`src/rtl/coherence_control.sv`:
```
// Bus-side coherence responder for two icache/dcache core pairs: arbitrates the single
// RAM port, serves fetches and dcache reads/writes, and snoops the peer dcache on coherent misses.
module coherence_control #(
  parameter int FIRST_PRIO = 0
) (
  input  logic             CLK,
  input  logic             nRST,
  input  logic [1:0]       iREN,
  input  logic [1:0][31:0] iaddr,
  output logic [1:0]       iwait,
  output logic [1:0][31:0] iload,
  input  logic [1:0]       dREN,
  input  logic [1:0]       dWEN,
  input  logic [1:0][31:0] daddr,
  input  logic [1:0][31:0] dstore,
  output logic [1:0]       dwait,
  output logic [1:0][31:0] dload,
  input  logic [1:0]       cctrans,
  input  logic [1:0]       ccwrite,
  output logic [1:0]       ccwait,
  output logic [1:0]       ccinv,
  output logic [1:0][31:0] ccsnoopaddr,
  output logic             ramREN,
  output logic             ramWEN,
  output logic [31:0]      ramaddr,
  output logic [31:0]      ramstore,
  input  logic [31:0]      ramload,
  input  logic [1:0]       ramstate
);

  typedef enum logic [2:0] {IDLE, IRD, DRD, DWR, SNOOP, FWD} state_t;

  localparam logic P_FIRST = FIRST_PRIO[0];

  state_t r_state, w_nextState;
  logic   r_gnt, w_nextGnt;
  logic   r_lastGrant, w_nextLastGrant;
  logic   w_other, w_done, w_sel;
  logic [1:0] w_dReq;

  assign w_other = ~r_gnt;
  assign w_done  = (ramstate == 2'b10);
  assign w_dReq  = dREN | dWEN;

  always_ff @(posedge CLK or negedge nRST) begin
    if (!nRST) begin
      r_state     <= IDLE;
      r_gnt       <= 1'b0;
      r_lastGrant <= ~P_FIRST;
    end else begin
      r_state     <= w_nextState;
      r_gnt       <= w_nextGnt;
      r_lastGrant <= w_nextLastGrant;
    end
  end

  // Outputs are decoded from the registered state so an async reset kills strobes at once.
  always_comb begin
    w_nextState     = r_state;
    w_nextGnt       = r_gnt;
    w_nextLastGrant = r_lastGrant;
    w_sel           = 1'b0;
    iwait           = 2'b11;
    dwait           = 2'b11;
    iload[0]        = ramload;
    iload[1]        = ramload;
    dload[0]        = ramload;
    dload[1]        = ramload;
    ccwait          = 2'b00;
    ccinv           = 2'b00;
    ccsnoopaddr     = '0;
    ramREN          = 1'b0;
    ramWEN          = 1'b0;
    ramaddr         = 32'h0;
    ramstore        = 32'h0;

    case (r_state)
      IDLE: begin
        if (|w_dReq) begin
          w_sel           = (&w_dReq) ? ~r_lastGrant : w_dReq[1];
          w_nextGnt       = w_sel;
          w_nextLastGrant = w_sel;
          if (dWEN[w_sel])         w_nextState = DWR;
          else if (cctrans[w_sel]) w_nextState = SNOOP;
          else                     w_nextState = DRD;
        end else if (|iREN) begin
          w_sel           = (&iREN) ? ~r_lastGrant : iREN[1];
          w_nextGnt       = w_sel;
          w_nextLastGrant = w_sel;
          w_nextState     = IRD;
        end
      end
      IRD: begin
        ramREN  = 1'b1;
        ramaddr = iaddr[r_gnt];
        if (w_done) begin
          iwait[r_gnt] = 1'b0;
          w_nextState  = IDLE;
        end
      end
      DRD: begin
        ramREN  = 1'b1;
        ramaddr = daddr[r_gnt];
        if (w_done) begin
          dwait[r_gnt] = 1'b0;
          w_nextState  = IDLE;
        end
      end
      DWR: begin
        ramWEN   = 1'b1;
        ramaddr  = daddr[r_gnt];
        ramstore = dstore[r_gnt];
        if (w_done) begin
          dwait[r_gnt] = 1'b0;
          w_nextState  = IDLE;
        end
      end
      SNOOP: begin
        ccwait[w_other]      = 1'b1;
        ccsnoopaddr[w_other] = daddr[r_gnt];
        ccinv[w_other]       = ccwrite[r_gnt];
        w_nextState          = cctrans[w_other] ? FWD : DRD;
      end
      FWD: begin
        // The peer's write-back doubles as the forwarded data for the requester.
        ccwait[w_other]      = 1'b1;
        ccsnoopaddr[w_other] = daddr[r_gnt];
        ccinv[w_other]       = ccwrite[r_gnt];
        dload[r_gnt]         = dstore[w_other];
        if (dWEN[w_other]) begin
          ramWEN   = 1'b1;
          ramaddr  = daddr[w_other];
          ramstore = dstore[w_other];
          if (w_done) begin
            dwait       = 2'b00;
            w_nextState = IDLE;
          end
        end
      end
      default: w_nextState = IDLE;
    endcase
  end

endmodule

```
`config.mk`:
```
export PLATFORM = sky130hd
export DESIGN_NAME = coherence_control
export DESIGN_NICKNAME = d
export VERILOG_FILES = /design/src/rtl/coherence_control.sv
export SDC_FILE = /design/constraint.sdc
export NUM_CORES = 1
export LEC_CHECK = 0
export ABC_AREA = 1
export CAP_MARGIN = 20
export CORE_AREA = 2 2 195 197
export CTS_CLUSTER_SIZE = 10
export DETAILED_ROUTE_END_ITERATION = 8
export DIE_AREA = 0 0 197 199
export MAX_ROUTING_LAYER = met4
export PLACE_DENSITY = 0.5
export SETUP_SLACK_MARGIN = 0.02
export SLEW_MARGIN = 30
export SYNTH_ARGS = -nofsm -noshare
export SYNTH_HDL_FRONTEND = slang
export SYNTH_SLANG_ARGS = --single-unit
```
`constraint.sdc`:
```
create_clock -name CLK -period 2.3 [get_ports CLK]
set_input_delay 0.46 -clock CLK [delete_from_list [all_inputs] [get_ports CLK]]
set_output_delay 0.46 -clock CLK [all_outputs]
set_load 0.03 [all_outputs]
```
==> results.yml <==
cts:
  cts_max_level: 1
  clk-insertion-delay-late_ns: 0.23
  cts_sinks: 5
  worst_setup_hold_path_clk_slew_ns: 0.03
  tritoncts_clock_tree: "yes"
  cts_max_path_buffers: 2
  cts_hold_buf: 0
  cts-buffers-inserted: 3
  cts.root.buffer_cell: "sky130_fd_sc_hd__clkbuf_16"
sta:
  clock-skew-final_ns: 0.000609
  pnr_worst_setup_slack_ns: -0.125
  worst_pin_slew_ns: 0.554
  grt_setup_unrepaired: "true"
  fin_setup_tns_ns: -1.04
  finalCritPeriodShare: 1.05
  period_needed_ns: 2.42
  worst_slew_margin_rel: 0.629
  timing_hold_violations_final: 0
  timing_max_transition_violations_final: 0
  report.final.setup_viol: 38
  clock.fmax_mhz: 412
yosys:
  synth_fp_nets: 1253
  synth_ff_type: "sky130_fd_sc_hd__dfrtp_1"
  synth_seq_area_share: 0.0252
  synth_edf_count: 0
  synth_most_common_cell: "sky130_fd_sc_hd__nand2_1"
  synth-seq-cells: 5
  synthArstFlopShare: 1.00
  netlist.top_cell.by_area: "sky130_fd_sc_hd__nand2_1"
  synth_warnings: 0
  netlist_top_cells_area: "sky130_fd_sc_hd__nand2_1 (24%), sky130_fd_sc_hd__o21ai_0 (13%), sky130_fd_sc_hd__inv_1 (11%)"
  yosys.area.top_type_share: 0.244
  netlist_top_cells_count: "sky130_fd_sc_hd__nand2_1 (326), sky130_fd_sc_hd__inv_1 (146), sky130_fd_sc_hd__o21ai_0 (131)"
  yosysUniqueCellTypes: 29
  synthCells: 1015
  per_instance_average_area_after_synthesis_um2: 4.94
  mappedNetlistArea_um2: 5010
placed_design:
  post_place_setup_slack_ns: -0.194
  dpl_cell_area_um2: 10600
  place.detailed.hpwl_um: 28100
  place.port_buffers: 503
  final_weighted_congestion_in_routability_driven_placement: 0.892
job:
  drv_cap: 0
route:
  routedWlPerCell_um: 20.3
  number_of_design_rule_violations_left_after_detail_routing: 0
  route.antenna.remaining_nets: 0
  detail_route.first_pass.iterations: 4
  detail_route.wirelength_um: 40400
  post_drt_via_cell_ratio: 4.38
  via_count: 8730
  drt_first_iter_violations: 358
setup_path:
  cp_endpoint_kind: "primary output"
  critical_path_buf_inv_count: 4
  critPathSlowestCell: "sky130_fd_sc_hd__o211ai_1"
  origin_of_the_critical_flop_to_flop_path: "r_state[2]$_DFFE_PN0P_"
  cp_max_fo: 6
  critical_path_class: "flip-flop to primary output"
  crit_start_category: "flip-flop"
  cp_cell_sequence: "inv_2 > nand2_4 > nor2_4 > buf_12 > buf_4 > a22oi_1 > o211ai_1 > buf_12"
  critPathLaunch: "r_state[1]$_DFFE_PN0P_"
  crit_path_frequent_cell: "sky130_fd_sc_hd__buf_12"
  regToRegSetupSlack_ns: 0.65
  cp.arrival_ns: 1.96
  max_stage_delay_ns: 0.47
  worstPathRequired_ns: 1.84
  timing.reg2reg.worst_path_depth: 13
  cell_family_with_the_largest_share_of_critical_path_delay: "buffers and inverters"
  r2r_end: "r_state[0]$_DFFE_PN0P_"
die:
  boundaryPins: 504
  placementRows: 71
  floorplan.die.width_um: 197
  die-height_um: 199
  floorplan.initialDensity: 0.135
  floorplan.core_area_um2: 37100
  dieArea_um2: 39200
finish:
  drive_gt1_frac: 0.368
  final_net_count: 1757
  design_area_um2: 13200
  fill_cells: 3967
  flow.area_growth_from_synthesis_pct: 163
global_route:
  grt_pass1_wl_um: 52900
  number_of_antenna_violations_at_the_first_check_in_global_routing: 3
  globalRouteOverflowTotal: 0
  maximum_number_of_pins_on_one_net_before_global_route_repair: 36
  grt_util_all_layers: 0.183
  vias_in_the_first_global_route: 8646
power:
  p_int_mw: 4.83
  power.density_nw_per_um2: 809
  p_sw_mw: 5.82
  power.combinational.fraction: 0.955
  power_leakage_nw: 5.90
  sequential_share_of_power: 0.018
  p_clk_frac: 0.027
  sw_frac_of_total: 0.546
  vdd.ir_drop.worst_v: 0.000299
status:
  failed_checks: "negative setup slack"
  outcome: "finished with violations"
min_path:
  hold_crit_path_type: "input pin to asynchronous set/reset pin"
[state kept, by name, indices dropped and copies added (netlist names)]
register / count
r_gnt: 1
r_state: 3
r_lastGrant: 1
[metal layers]
metal	vias to the layer above	track usage	wire length [um]	share of wire
met5	-	-	0	0
met4	0	0.0267	303	0.0075
met3	12	0.0324	2770	0.069
met2	415	0.354	21900	0.54
met1	4104	0.196	15400	0.38
li1	4199	-	-	-
[placed cells by master, fill, tap and decap left out, types with 3 or more instances in the layout]
| cell | count |
|---|---|
| sky130_fd_sc_hd__nor2_2 | 23 |
| sky130_fd_sc_hd__nand2_4 | 4 |
| sky130_fd_sc_hd__clkbuf_16 | 18 |
| sky130_fd_sc_hd__buf_4 | 149 |
| sky130_fd_sc_hd__o22ai_1 | 9 |
| sky130_fd_sc_hd__nand2_1 | 280 |
| sky130_fd_sc_hd__o22ai_4 | 6 |
| sky130_fd_sc_hd__buf_6 | 83 |
| sky130_fd_sc_hd__a21oi_1 | 5 |
| sky130_fd_sc_hd__inv_2 | 4 |
| sky130_fd_sc_hd__clkdlybuf4s50_1 | 293 |
| sky130_fd_sc_hd__buf_12 | 78 |
| sky130_fd_sc_hd__o211ai_1 | 54 |
| sky130_fd_sc_hd__o22ai_2 | 10 |
| sky130_fd_sc_hd__nand3_2 | 9 |
| sky130_fd_sc_hd__o31ai_4 | 3 |
| sky130_fd_sc_hd__buf_8 | 5 |
| sky130_fd_sc_hd__a21oi_2 | 3 |
| sky130_fd_sc_hd__o21ai_1 | 20 |
| sky130_fd_sc_hd__o21ai_4 | 24 |
| sky130_fd_sc_hd__o21ai_0 | 61 |
| sky130_fd_sc_hd__buf_16 | 10 |
| sky130_fd_sc_hd__nor2_1 | 56 |
| sky130_fd_sc_hd__inv_1 | 144 |
| sky130_fd_sc_hd__diode_2 | 3 |
| sky130_fd_sc_hd__nor2_4 | 31 |
| sky130_fd_sc_hd__o31ai_1 | 5 |
| sky130_fd_sc_hd__a22oi_1 | 20 |
| sky130_fd_sc_hd__nand2_2 | 44 |
| sky130_fd_sc_hd__o21ai_2 | 35 |
| sky130_fd_sc_hd__inv_4 | 3 |
| sky130_fd_sc_hd__nand3_1 | 6 |
[what timing repair did]
item                       in CTS  in global routing
pin swaps                      21                 37
resized for setup             137                293
setup endpoints to repair     144                162
cloned                         11                 15
buffers inserted               44                 12
[power groups by stage]
| stage | combinational, mW | clock [mW] | sequential [mW] |
|---|---|---|---|
| 3_5_place_dp | 8.13 | 0 | 0.214 |
| 6_report | 10.2 | 0.287 | 0.191 |
| 4_1_cts | 9.54 | 0.289 | 0.184 |
| 5_1_grt | 10.8 | 0.300 | 0.197 |
| 3_3_place_gp | 8.14 | 0 | 0.213 |
| 2_1_floorplan | 4.35 | 0 | 0.156 |
[cell families after synthesis]
| family | after synthesis | share of synthesized area |
|---|---|---|
| AO/OA/AOI/OAI | 258 | 0.307 |
| AND/OR/NAND/NOR | 460 | 0.378 |
| flip-flops | 5 | 0.0252 |
| buffers and inverters | 292 | 0.290 |
[worst max-delay path by stage]
stage | end | slack (ns) | depth (start not counted)
2_1_floorplan | ramstore[14] | 0.06 | 6
3_3_place_gp | ramstore[15] | -0.28 | 8
3_5_place_dp | ramstore[15] | -0.19 | 8
4_1_cts | ramaddr[26] | -0.11 | 10
5_1_grt | ramaddr[8] | -0.15 | 9
6_report | ramaddr[28] | -0.12 | 8
[area by class of cell]
cell class	instances	area (um^2)	share of cell area
multi-input cells	718	4410	0.335
clock buffers	4	78.8	0.00599
flip-flops and latches	5	133	0.0101
diodes	3	7.51	0.000570
inverters	155	613	0.0466
well taps	474	593	0.0451
repair buffers	636	7330	0.557
[stage by stage]
stage | util | power, mW | std cells | hold slack [ns]
after floorplan | - | 4.50 | 1015 | 0.164
after global placement | 0.285 | 8.35 | 1915 | 0.496
after detailed placement | 0.285 | 8.35 | 1915 | 0.506
after CTS | 0.319 | 10.0 | 1973 | 0.459
after global routing | 0.355 | 11.3 | 1995 | 0.477
final | 0.355 | 10.6 | 1995 | 0.460
Power figures use the tool's default switching activity.
